$ cat config.mk
export PLATFORM = sky130hd
export DESIGN_NAME = alu_issue_queue
export DESIGN_NICKNAME = d
export VERILOG_FILES = /design/src/rtl/alu_issue_queue.sv
export SDC_FILE = /design/constraint.sdc
export NUM_CORES = 1
export LEC_CHECK = 0
export ABC_AREA = 0
export CAP_MARGIN = 20
export CORE_MARGIN = 8
export CORE_UTILIZATION = 32
export CTS_CLUSTER_DIAMETER = 50
export DETAILED_ROUTE_END_ITERATION = 6
export SETUP_SLACK_MARGIN = 0.15
export SYNTH_ARGS = -nofsm -noshare
export SYNTH_HDL_FRONTEND = slang
export SYNTH_SLANG_ARGS = --single-unit
$ cat constraint.sdc
create_clock -name clk -period 2.4 [get_ports clk]
set_input_delay 0.48 -clock clk [delete_from_list [all_inputs] [get_ports clk]]
set_output_delay 0.48 -clock clk [all_outputs]
set_load 0.05 [all_outputs]
$ cat src/rtl/alu_issue_queue.sv
// Command FIFO and issue sequencer sitting in front of the 4-bit ALU.
// Define ALU_ISSUE_STATS_EN to add saturating result/error handoff counters.

package alu_issue_queue_pkg;
    localparam int unsigned OPND_W = 4;
    localparam int unsigned OP_W   = 3;
    localparam int unsigned RES_W  = 8;
    localparam int unsigned STAT_W = 16;

    typedef struct packed {
        logic [OPND_W-1:0] a;
        logic [OPND_W-1:0] b;
        logic [OP_W-1:0]   s;
    } alu_cmd_t;
endpackage

module alu_issue_queue
    import alu_issue_queue_pkg::*;
#(
    parameter int unsigned DEPTH = 4,
    parameter int unsigned PTR_W = 2
) (
    input  logic              clk,
    input  logic              reset,
    input  logic              in_valid,
    output logic              in_ready,
    input  logic [OPND_W-1:0] in_a,
    input  logic [OPND_W-1:0] in_b,
    input  logic [OP_W-1:0]   in_s,
    output logic [OPND_W-1:0] alu_a,
    output logic [OPND_W-1:0] alu_b,
    output logic [OP_W-1:0]   alu_s,
    output logic              alu_rst,
    input  logic [RES_W-1:0]  alu_y,
    output logic              res_valid,
    input  logic              res_ready,
    output logic [RES_W-1:0]  res_data,
    output logic              res_err
`ifdef ALU_ISSUE_STATS_EN
    ,
    output logic [STAT_W-1:0] stat_cmds,
    output logic [STAT_W-1:0] stat_errs
`endif
);

    localparam int unsigned CNT_W = PTR_W + 1;

    typedef enum logic [1:0] {
        IDLE   = 2'd0,
        DRIVE  = 2'd1,
        RESULT = 2'd2
    } state_t;

    state_t            state;
    alu_cmd_t          mem [DEPTH];
    logic [PTR_W-1:0]  wr_ptr;
    logic [PTR_W-1:0]  rd_ptr;
    logic [CNT_W-1:0]  count;

    alu_cmd_t          in_cmd_c;
    alu_cmd_t          head_c;
    logic              push_c;
    logic              pop_c;

    assign alu_rst  = ~reset;
    assign in_ready = reset & (count != CNT_W'(DEPTH));
    assign in_cmd_c = '{a: in_a, b: in_b, s: in_s};
    assign head_c   = mem[rd_ptr];
    assign push_c   = in_valid & in_ready;

    // Pop from IDLE, or straight out of RESULT on the handshake edge (back-to-back issue).
    assign pop_c = (count != '0) &
                   ((state == IDLE) | ((state == RESULT) & res_ready));

    // Payload storage needs no reset; a slot is only read after it has been written.
    always_ff @(posedge clk) begin
        if (push_c) begin
            mem[wr_ptr] <= in_cmd_c;
        end
    end

    always_ff @(posedge clk or negedge reset) begin
        if (!reset) begin
            wr_ptr <= '0;
            rd_ptr <= '0;
            count  <= '0;
        end else begin
            if (push_c) begin
                wr_ptr <= wr_ptr + PTR_W'(1);
            end
            if (pop_c) begin
                rd_ptr <= rd_ptr + PTR_W'(1);
            end
            case ({push_c, pop_c})
                2'b10:   count <= count + CNT_W'(1);
                2'b01:   count <= count - CNT_W'(1);
                default: ;
            endcase
        end
    end

    // Issue sequencer: illegal opcodes bypass the ALU and report an error result directly.
    always_ff @(posedge clk or negedge reset) begin
        if (!reset) begin
            state     <= IDLE;
            alu_a     <= '0;
            alu_b     <= '0;
            alu_s     <= '0;
            res_data  <= '0;
            res_err   <= 1'b0;
            res_valid <= 1'b0;
        end else if (pop_c) begin
            if (head_c.s[OP_W-1]) begin
                res_data  <= '0;
                res_err   <= 1'b1;
                res_valid <= 1'b1;
                state     <= RESULT;
            end else begin
                alu_a     <= head_c.a;
                alu_b     <= head_c.b;
                alu_s     <= head_c.s;
                res_valid <= 1'b0;
                state     <= DRIVE;
            end
        end else begin
            unique case (state)
                DRIVE: begin
                    res_data  <= alu_y;
                    res_err   <= 1'b0;
                    res_valid <= 1'b1;
                    state     <= RESULT;
                end
                RESULT: begin
                    if (res_ready) begin
                        res_valid <= 1'b0;
                        state     <= IDLE;
                    end
                end
                default: ;
            endcase
        end
    end

`ifdef ALU_ISSUE_STATS_EN
    logic res_fire_c;

    assign res_fire_c = res_valid & res_ready;

    // Saturating handoff counters.
    always_ff @(posedge clk or negedge reset) begin
        if (!reset) begin
            stat_cmds <= '0;
            stat_errs <= '0;
        end else if (res_fire_c) begin
            if (stat_cmds != '1) begin
                stat_cmds <= stat_cmds + STAT_W'(1);
            end
            if (res_err && (stat_errs != '1)) begin
                stat_errs <= stat_errs + STAT_W'(1);
            end
        end
    end
`endif

endmodule

======== Yosys cells after proc, flatten, opt, wreduce, memory -nomap -nowiden ========
Memories as Yosys holds them, arrays and structs flattened.
Cells that the tools add are included.
W data, S select, Z words.
storage, ports and cells
  output and inout bits ................... 23
  bits in latches ......................... 0
  bits of input ports ..................... 23
  memory bits (read-only) ................. 0
  RAM bits ................................ 44
  word-level logic and storage cells ...... 54
  memories kept ........................... 1
  bits in registers ....................... 29
operators by class
  add/sub/neg operators ................... 4
  equal/unequal tests ..................... 7
  order comparisons ....................... 0
  mux-type cells .......................... 17
  div/mod/pow operators ................... 0
  bitwise logic cells ..................... 7
  shift operators ......................... 0
  reductions and logical operators ........ 8
  multiply operators ...................... 0
memories
  name  depth  bits a word  read ports  clocked after memory_dff  wr ports  RTL line  text
  mem   4      11           1           0                         1         55        alu_cmd_t mem [DEPTH];
operator list
  operator               count
  $mux W8                3
  $mux W1                8
  $mux W2                3
  $ne A3 B3 Y1 const B   2
  $pmux W3 S2            1
  $reduce_and A2 Y1      3
  $reduce_bool A3 Y1     2
  $add A2 B1 Y2 const B  2
  $and A1 B1 Y1          4
  $eq A2 B1 Y1 const B   2
  $eq A2 B2 Y1 const B   2
  $pmux W2 S2            1
  $reduce_bool A2 Y1     2
  $add A3 B1 Y3 const B  1
  $sub A3 B1 Y3 const B  1
  $logic_not A2 Y1       1
  $ne A2 B2 Y1 const B   1
  $not A1 Y1             2
  $pmux W1 S2            1
  $or A1 B1 Y1           1

======== Logic depth before layout (Yosys ltp) ========
Gate-level depths: netlist of run 1.
  depth in word-level cells ............... 6
  mapped depth ............................ 9
  depth with buffers taken out ............ 9

======== Worst setup path after synthesis of run 1 ========
OpenSTA, ideal clock, no wires.
  path kind ............................... reg2reg
  start ................................... register, netlist name res_valid
  end ..................................... register count[2]
  cell stages (with the launch flop) ...... 9
  path buffers ............................ 0
  required time ........................... 2,320 ps
  path slack .............................. 181 ps
  arrival ................................. 2,139 ps
  cells stage by stage .................... dfrtp_1 > nor2b_1 > nor3_1 > ha_1 > inv_1 > fa_1 > xor2_1 > nor2_1 > xnor2_1
RTL lines
  element               RTL line  text
  end signal, assigned  95        2'b10: count <= count + CNT_W'(1);
  end signal, assigned  96        2'b01: count <= count - CNT_W'(1);
  end, declared         58        logic [CNT_W-1:0] count;

======== Final worst setup path of run 1 ========
  start ................................... input port reset
  end ..................................... output port in_ready
between the ends
  word-level cells in the longest chain between the ends .. 1
RTL lines
  element          RTL line  text
  start, declared  24        input logic reset,
  $and A1 B1 Y1    66        assign in_ready = reset & (count != CNT_W'(DEPTH));
  end, declared    26        output logic in_ready,
No other way between the ends.

==> results of run 1 <==
## sequential cells by signal (all words and copies together) (netlist names)
name and cells:
state 1, count 3, rd_ptr 2, res_err 1
res_valid 1, mem 44, alu_a 4, alu_b 4
wr_ptr 2, alu_s 2, res_data 8
## area by class of cell
cell class	instances	share of cell area, %
Clock inverter	7	1.43
Clock buffer	9	3.29
Multi-Input combinational cell	78	21.7
Inverter	8	0.798
Sequential cell	72	53.7
Timing Repair Buffer	62	15.5
Tap cell	108	3.59
## report_power, final
group | total [uW] | leakage (uW) | internal, uW | switching, uW
combinational | 2180 | 0.000620 | 976 | 1210
clock | 864 | 0.0000822 | 381 | 483
sequential | 1800 | 0.000738 | 1630 | 165
total | 4840 | 0.00144 | 2990 | 1850
## stage by stage
stage	instance area, um^2	utilization (%)	total power, uW	hold slack, ps	setup TNS (ps)
global placement	3590	40.9	4010	478	0
detailed placement	3590	40.9	4050	482	-17.2
finish	3760	42.9	4840	498	0
CTS	3760	42.9	4920	498	0
floorplan	2910	-	3340	184	0
global route	3760	42.9	5130	523	0
## per-layer routing
metal / up-vias / GRT usage [%]
met5: - / 0
met3: 14 / 3.41
met1: 775 / 11.2
li1: 735 / -
met4: 0 / 5.69
met2: 32 / 14.3
## synth_stat cells (2+ instances only)
| cell type | instances |
|---|---|
| sky130_fd_sc_hd__edfxtp_1 | 44 |
| sky130_fd_sc_hd__o21ai_1 | 8 |
| sky130_fd_sc_hd__xor2_1 | 3 |
| sky130_fd_sc_hd__nand2_1 | 16 |
| sky130_fd_sc_hd__mux4_1 | 2 |
| sky130_fd_sc_hd__nor2b_1 | 2 |
| sky130_fd_sc_hd__inv_1 | 8 |
| sky130_fd_sc_hd__dfrtp_1 | 28 |
| sky130_fd_sc_hd__xnor2_1 | 3 |
| sky130_fd_sc_hd__ha_1 | 5 |
| sky130_fd_sc_hd__mux2_4 | 9 |
| sky130_fd_sc_hd__buf_1 | 2 |
| sky130_fd_sc_hd__buf_2 | 2 |
| sky130_fd_sc_hd__mux4_2 | 9 |
| sky130_fd_sc_hd__and2_1 | 4 |
## logic make-up after synthesis
group / count (synthesis)
XOR/XNOR: 6
flip-flops: 72
buffers and inverters: 15
AND/OR/NAND/NOR: 30
AO/OA/AOI/OAI: 12
other: 1
adder cells (fa/ha/maj): 6
multiplexers: 23
## cells in the final DEF, fill, tap and decap left out, types with 2 or more instances in the layout
cell,instances
sky130_fd_sc_hd__and2_1,4
sky130_fd_sc_hd__buf_4,19
sky130_fd_sc_hd__clkbuf_8,9
sky130_fd_sc_hd__clkdlybuf4s50_1,42
sky130_fd_sc_hd__clkinvlp_4,3
sky130_fd_sc_hd__dfrtp_1,28
sky130_fd_sc_hd__edfxtp_1,44
sky130_fd_sc_hd__ha_1,5
sky130_fd_sc_hd__inv_1,8
sky130_fd_sc_hd__inv_6,2
sky130_fd_sc_hd__mux2_4,9
sky130_fd_sc_hd__mux4_1,2
sky130_fd_sc_hd__mux4_2,9
sky130_fd_sc_hd__nand2_1,16
sky130_fd_sc_hd__nor2b_1,2
sky130_fd_sc_hd__o21ai_1,8
sky130_fd_sc_hd__xnor2_1,3
sky130_fd_sc_hd__xor2_1,3
## worst paths after layout
| check | startpoint | end |
|---|---|---|
| max in group asynchronous | reset | alu_b[0] |
| worst max-delay path | reset | in_ready |
| worst min-delay path | res_err | res_err |
| min in group asynchronous | reset | alu_b[3] |
| worst max register to register | res_valid | count[2] |
| worst min register to register | res_err | res_err |
==> results_dict.tcl, run 1 <==
set metrics [dict create \
    grt_usage_pct 9.40 \
    row_count 34 \
    synthCells 165 \
    num_vias 1556 \
    highest_layer "met4" \
    hold_class "flip-flop to flip-flop" \
    synth.cell_area_um2 2910 \
    synth.top_cells.by_area "sky130_fd_sc_hd__edfxtp_1 (45%), sky130_fd_sc_hd__dfrtp_1 (24%), sky130_fd_sc_hd__mux4_2 (7.0%)" \
    route.layer.met1.wl_um 2380 \
    synth_top_family_by_area "multiplexers" \
    min_period_over_period_pct 88.2 \
    die_width_um 111 \
    h-tree-depth 3 \
    result_of_the_run "finished, final reports clean" \
    synth_top_area_share_pct 45.4 \
    route.met3.wl_um 328 \
    synth_seq_cells 72 \
    dp_cells 328 \
    post_dr_vias_cell 4.52 \
    multi_input_comb_area_um2 816 \
    synth_simple_gate_area_share_pct 6.28 \
    post_cts_resize_count 0 \
    layoutNonFillerInstCount 344 \
    syn_avg_cell_area_um2 17.6 \
    postRouteWirelength_um 5560 \
    report.final.setup_viol 0 \
    maximum_vdd_ir_drop_mv 0.338 \
    met2_length_um 2720 \
    drt_drc_violations_left 0 \
    synthFlopType "sky130_fd_sc_hd__edfxtp_1" \
    clk-insertion-delay-late_ps 350 \
    critical-path-max-stage-delay_ps 530 \
    synth.mux.area_fraction_pct 14.5 \
    final-hold-violation-count 0 \
    unrepaired_setup_endpoints_after_global_routing "false" \
    cellPowerDensity_nw_per_um2 1290 \
    tritoncts.num_buffers 9 \
    worst_path_dominant_cell_family "buffers and inverters" \
    synth_area_in_xor_xnor_pct 1.81 \
    critical_path.max_fanout 2 \
    die_area_um2 12400 \
    postSynthNetCount 194 \
    worst_pin_slew_ps 549 \
    seq_area_frac_synth_pct 69.5 \
    final_nets 260 \
    hold-path-cell-count 1 \
    synthDistinctLibCells 35 \
    regArea_um2 2020 \
    dr.first_iter.drc_count 118 \
    numClockSinks 72 \
    complex_gate_fraction_of_the_synthesized_area_pct 2.45 \
    max_cap_violations 0 \
    reg2reg_slack_ps 380 \
    worst-setup-path-type "input port to primary output" \
    critical_path.n_buffers_inverters 4 \
    insertedDiodeCount 0 \
    timing.critical_path.cells "clkdlybuf4s50_1, buf_4, inv_1, a31oi_1, buf_12" \
    initial_core_util_pct 33.2 \
    ys_warn_count 0 \
    finalCriticalPeriod_ps 2120 \
    first_pass_drt_iterations 4 \
    layout.filler_cells 802 \
    maximum_buffer_depth_of_the_clock_tree 2 \
    final_max_slew_viol_count 0 \
    critPathSlowestCell "sky130_fd_sc_hd__clkdlybuf4s50_1" \
    synth.largest_area_cell "sky130_fd_sc_hd__edfxtp_1" \
    die-height_um 111 \
    timing.max_slew.rel_slack_pct 63.2 \
    drt.antenna.violating_nets 0 \
    skew_ps 16.4 \
    cp.arrival_ps 1640 \
    buffers_inserted_by_post_cts_timing_repair 0 \
    clkSlewWorstSetupHoldPaths_ps 70 \
    maximum_number_of_pins_on_one_net_before_global_route_repair 29 \
    postLayoutSetupSlackWorst_ps 283 \
    max_fclk_ghz 0.472 \
    route.detailed.wl_per_inst_um 16.1 \
    synthArstFlopShare_pct 38.9 \
    hpwlAfterDp_um 3930 \
    floorplan.core_area_um2 8760 \
    critPathLaunchType "input port" \
    layout-area-overhead-vs-synth_pct 29.4 \
    wire_length_of_the_first_global_routing_pass_um 9080 \
    first_global_vias 1724 \
    synth_adder_area_share_pct 2.84 \
    power_leakage_uw 0.00144 \
    post_synth_edffs 44 \
    global_route.overflow_total 0 \
    cts_root_buf "sky130_fd_sc_hd__clkbuf_8" \
    finalWeightedCongestion 0.690 \
    cts_hold_buffers 0 \
    boundaryPins 46 \
    tritoncts "yes" \
    reg2reg_depth 8 \
    placement.io_buffers 44 \
    final_layout_size_suffix_gt1_share_pct 24.6 \
    grt_antenna_before_repair 0 \
    worstSetupEndpointType "primary output" \
    worst_ep_required_time_ps 1920 \
    logic_depth_of_the_worst_path_buffers_included 5 \
    place_worst_setup_slack_ps -17.2 \
]
No activity file was read; power rests on OpenSTA's default activity.
==> run 2, diff against run 1 <==
--- a/config.mk
+++ b/config.mk
@@ -11,6 +11,7 @@
 export CORE_UTILIZATION = 32
 export CTS_CLUSTER_DIAMETER = 50
 export DETAILED_ROUTE_END_ITERATION = 6
+export RECOVER_POWER = 100
 export SETUP_SLACK_MARGIN = 0.15
 export SYNTH_ARGS = -nofsm -noshare
 export SYNTH_HDL_FRONTEND = slang
==> run 2 against run 1 <==
Compared with the run above:
- clock skew increased by 1.1 ps
- non-clock buffer count did not move
- utilization shrank 1.0 points
- register-to-register slack is essentially flat
- largest cell class unchanged
- final area shrank 2.4%
- critical path type unchanged
- fmax shrank 5.3%
- global-route usage unchanged
==> results_dict.tcl, run 2 (synthesis gave the netlist of run 1 again) <==
set metrics [dict create \
    final_layout_size_suffix_gt1_share_pct 16.1 \
    cts_hold_buffers 0 \
    global_route.overflow_total 0 \
    min_period_over_period_pct 93.1 \
    max_cap_violations 0 \
    layout_top_registers "mem (44), res_data (8)" \
    die_area_um2 12400 \
    max_fclk_ghz 0.447 \
    worst_pin_slew_ps 769 \
    hpwlAfterDp_um 3930 \
    cellPowerDensity_nw_per_um2 1260 \
    first_pass_drt_iterations 4 \
    tritoncts "yes" \
    final_nets 260 \
    route.detailed.wl_per_inst_um 16.1 \
    placement.io_buffers 44 \
    cp.arrival_ps 1760 \
    clkSlewWorstSetupHoldPaths_ps 80 \
    final_max_slew_viol_count 0 \
    boundaryPins 46 \
    finalCriticalPeriod_ps 2240 \
    hold_class "flip-flop to flip-flop" \
    numClockSinks 72 \
    critPathSlowestCell "sky130_fd_sc_hd__dlygate4sd3_1" \
    totalPowerFinal_uw 4620 \
    cts_root_buf "sky130_fd_sc_hd__clkbuf_8" \
    finalWeightedCongestion 0.690 \
    rr_startpoint "rd_ptr[0]" \
    layout-area-overhead-vs-synth_pct 26.4 \
    power_leakage_uw 0.00138 \
    num_vias 1556 \
    post_dr_vias_cell 4.52 \
    critPathLaunchType "input port" \
    place_area_um2 3590 \
    layout.cells.most_common "sky130_fd_sc_hd__edfxtp_1" \
    post_cts_resize_count 0 \
    die-height_um 111 \
    largest_register_by_flop_count "mem" \
    postRouteWirelength_um 5550 \
    first_global_vias 1724 \
    dr.first_iter.drc_count 111 \
    buffers_inserted_by_post_cts_timing_repair 0 \
    report.final.setup_viol 0 \
    postLayoutSetupSlackWorst_ps 164 \
    drt.antenna.violating_nets 0 \
    worst-setup-path-type "input port to primary output" \
    maximum_buffer_depth_of_the_clock_tree 2 \
    critical-path-max-stage-delay_ps 600 \
    insertedDiodeCount 0 \
    worst_ep_required_time_ps 1920 \
    most-common-layout-cells "sky130_fd_sc_hd__edfxtp_1 (44), sky130_fd_sc_hd__dlygate4sd3_1 (33), sky130_fd_sc_hd__dfrtp_1 (28), sky130_fd_sc_hd__nand2_1 (16), sky130_fd_sc_hd__clkbuf_1 (13)" \
    layoutNonFillerInstCount 344 \
    largest_register_ffs 44 \
    maximum_vdd_ir_drop_mv 0.335 \
    final_design_area_no_fill_um2 3670 \
    unrepaired_setup_endpoints_after_global_routing "false" \
    fin_hold_ws_ps 482 \
    timing.max_slew.rel_slack_pct 48.6 \
    critical_path.max_fanout 2 \
    row_count 34 \
    drt_drc_violations_left 0 \
    holdCritStartpoint "alu_a[2]" \
    timing.critical_path.cells "dlygate4sd3_1, clkbuf_1, inv_1, a31oi_1, buf_12" \
    initial_core_util_pct 33.2 \
    skew_ps 17.5 \
    final-hold-violation-count 0 \
    dp_cells 328 \
    worstSetupStartpoint "reset" \
    grt_usage_pct 9.40 \
    worstSetupEndpointType "primary output" \
    maximum_number_of_pins_on_one_net_before_global_route_repair 29 \
    h-tree-depth 3 \
    die_width_um 111 \
    place_worst_setup_slack_ps -17.2 \
    clk-insertion-delay-late_ps 350 \
    floorplan.core_area_um2 8760 \
    grt_antenna_before_repair 0 \
    wire_length_of_the_first_global_routing_pass_um 9080 \
    result_of_the_run "finished, final reports clean" \
    tritoncts.num_buffers 9 \
]
[run 2: cell count changes in the layout (fill, tap and decap cells not counted), sizes merged]
cell / delta
buf: -15
clkbuf: +15
dlygate4sd3: +33
clkdlybuf4s50: -33
[run 2: cell type report]
cell class	count	area (um^2)
Fill cell	822	5090
Multi-Input combinational cell	78	781
Inverter	8	30.0
Timing Repair Buffer	62	529
Clock buffer	9	124
Sequential cell	72	2020
Clock inverter	7	53.8
Tap cell	108	135
[run 2: metrics by stage]
| step | TNS [ps] | utilization (%) |
|---|---|---|
| global route | 0 | 41.9 |
| finish | 0 | 41.9 |
| global placement | 0 | 40.9 |
| detailed placement | -17.2 | 40.9 |
| floorplan | 0 | - |
| CTS | 0 | 42.9 |
[run 2: critical path: cells and delay by family]
family	cells	cell delay, ps
buf+inv	4	1010
compound gates	1	260
[run 2: worst paths after layout]
kind / cells past startpoint / to / slack, ps
setup / recovery: 5 / in_ready / 160
hold / removal: 1 / alu_a[2] / 480
setup reg to reg: 4 / alu_b[0] / 380
hold reg to reg: 1 / alu_a[2] / 480
max in group asynchronous: 3 / alu_b[0] / 930
min in group asynchronous: 3 / alu_a[3] / 990
[run 2: power breakdown]
part / leakage, uW / internal, uW / total, uW / switching [uW]
clock network: 0.0000822 / 381 / 862 / 481
logic: 0.000558 / 786 / 1970 / 1180
registers: 0.000738 / 1630 / 1790 / 153
total: 0.00138 / 2800 / 4620 / 1820
[run 2: layer usage]
metal,wire length (um),global-route usage [%],up-vias
met3,320,3.41,14
li1,-,-,741
met5,0,0,-
met2,2690,14.3,32
met4,134,5.69,0
met1,2400,11.2,769
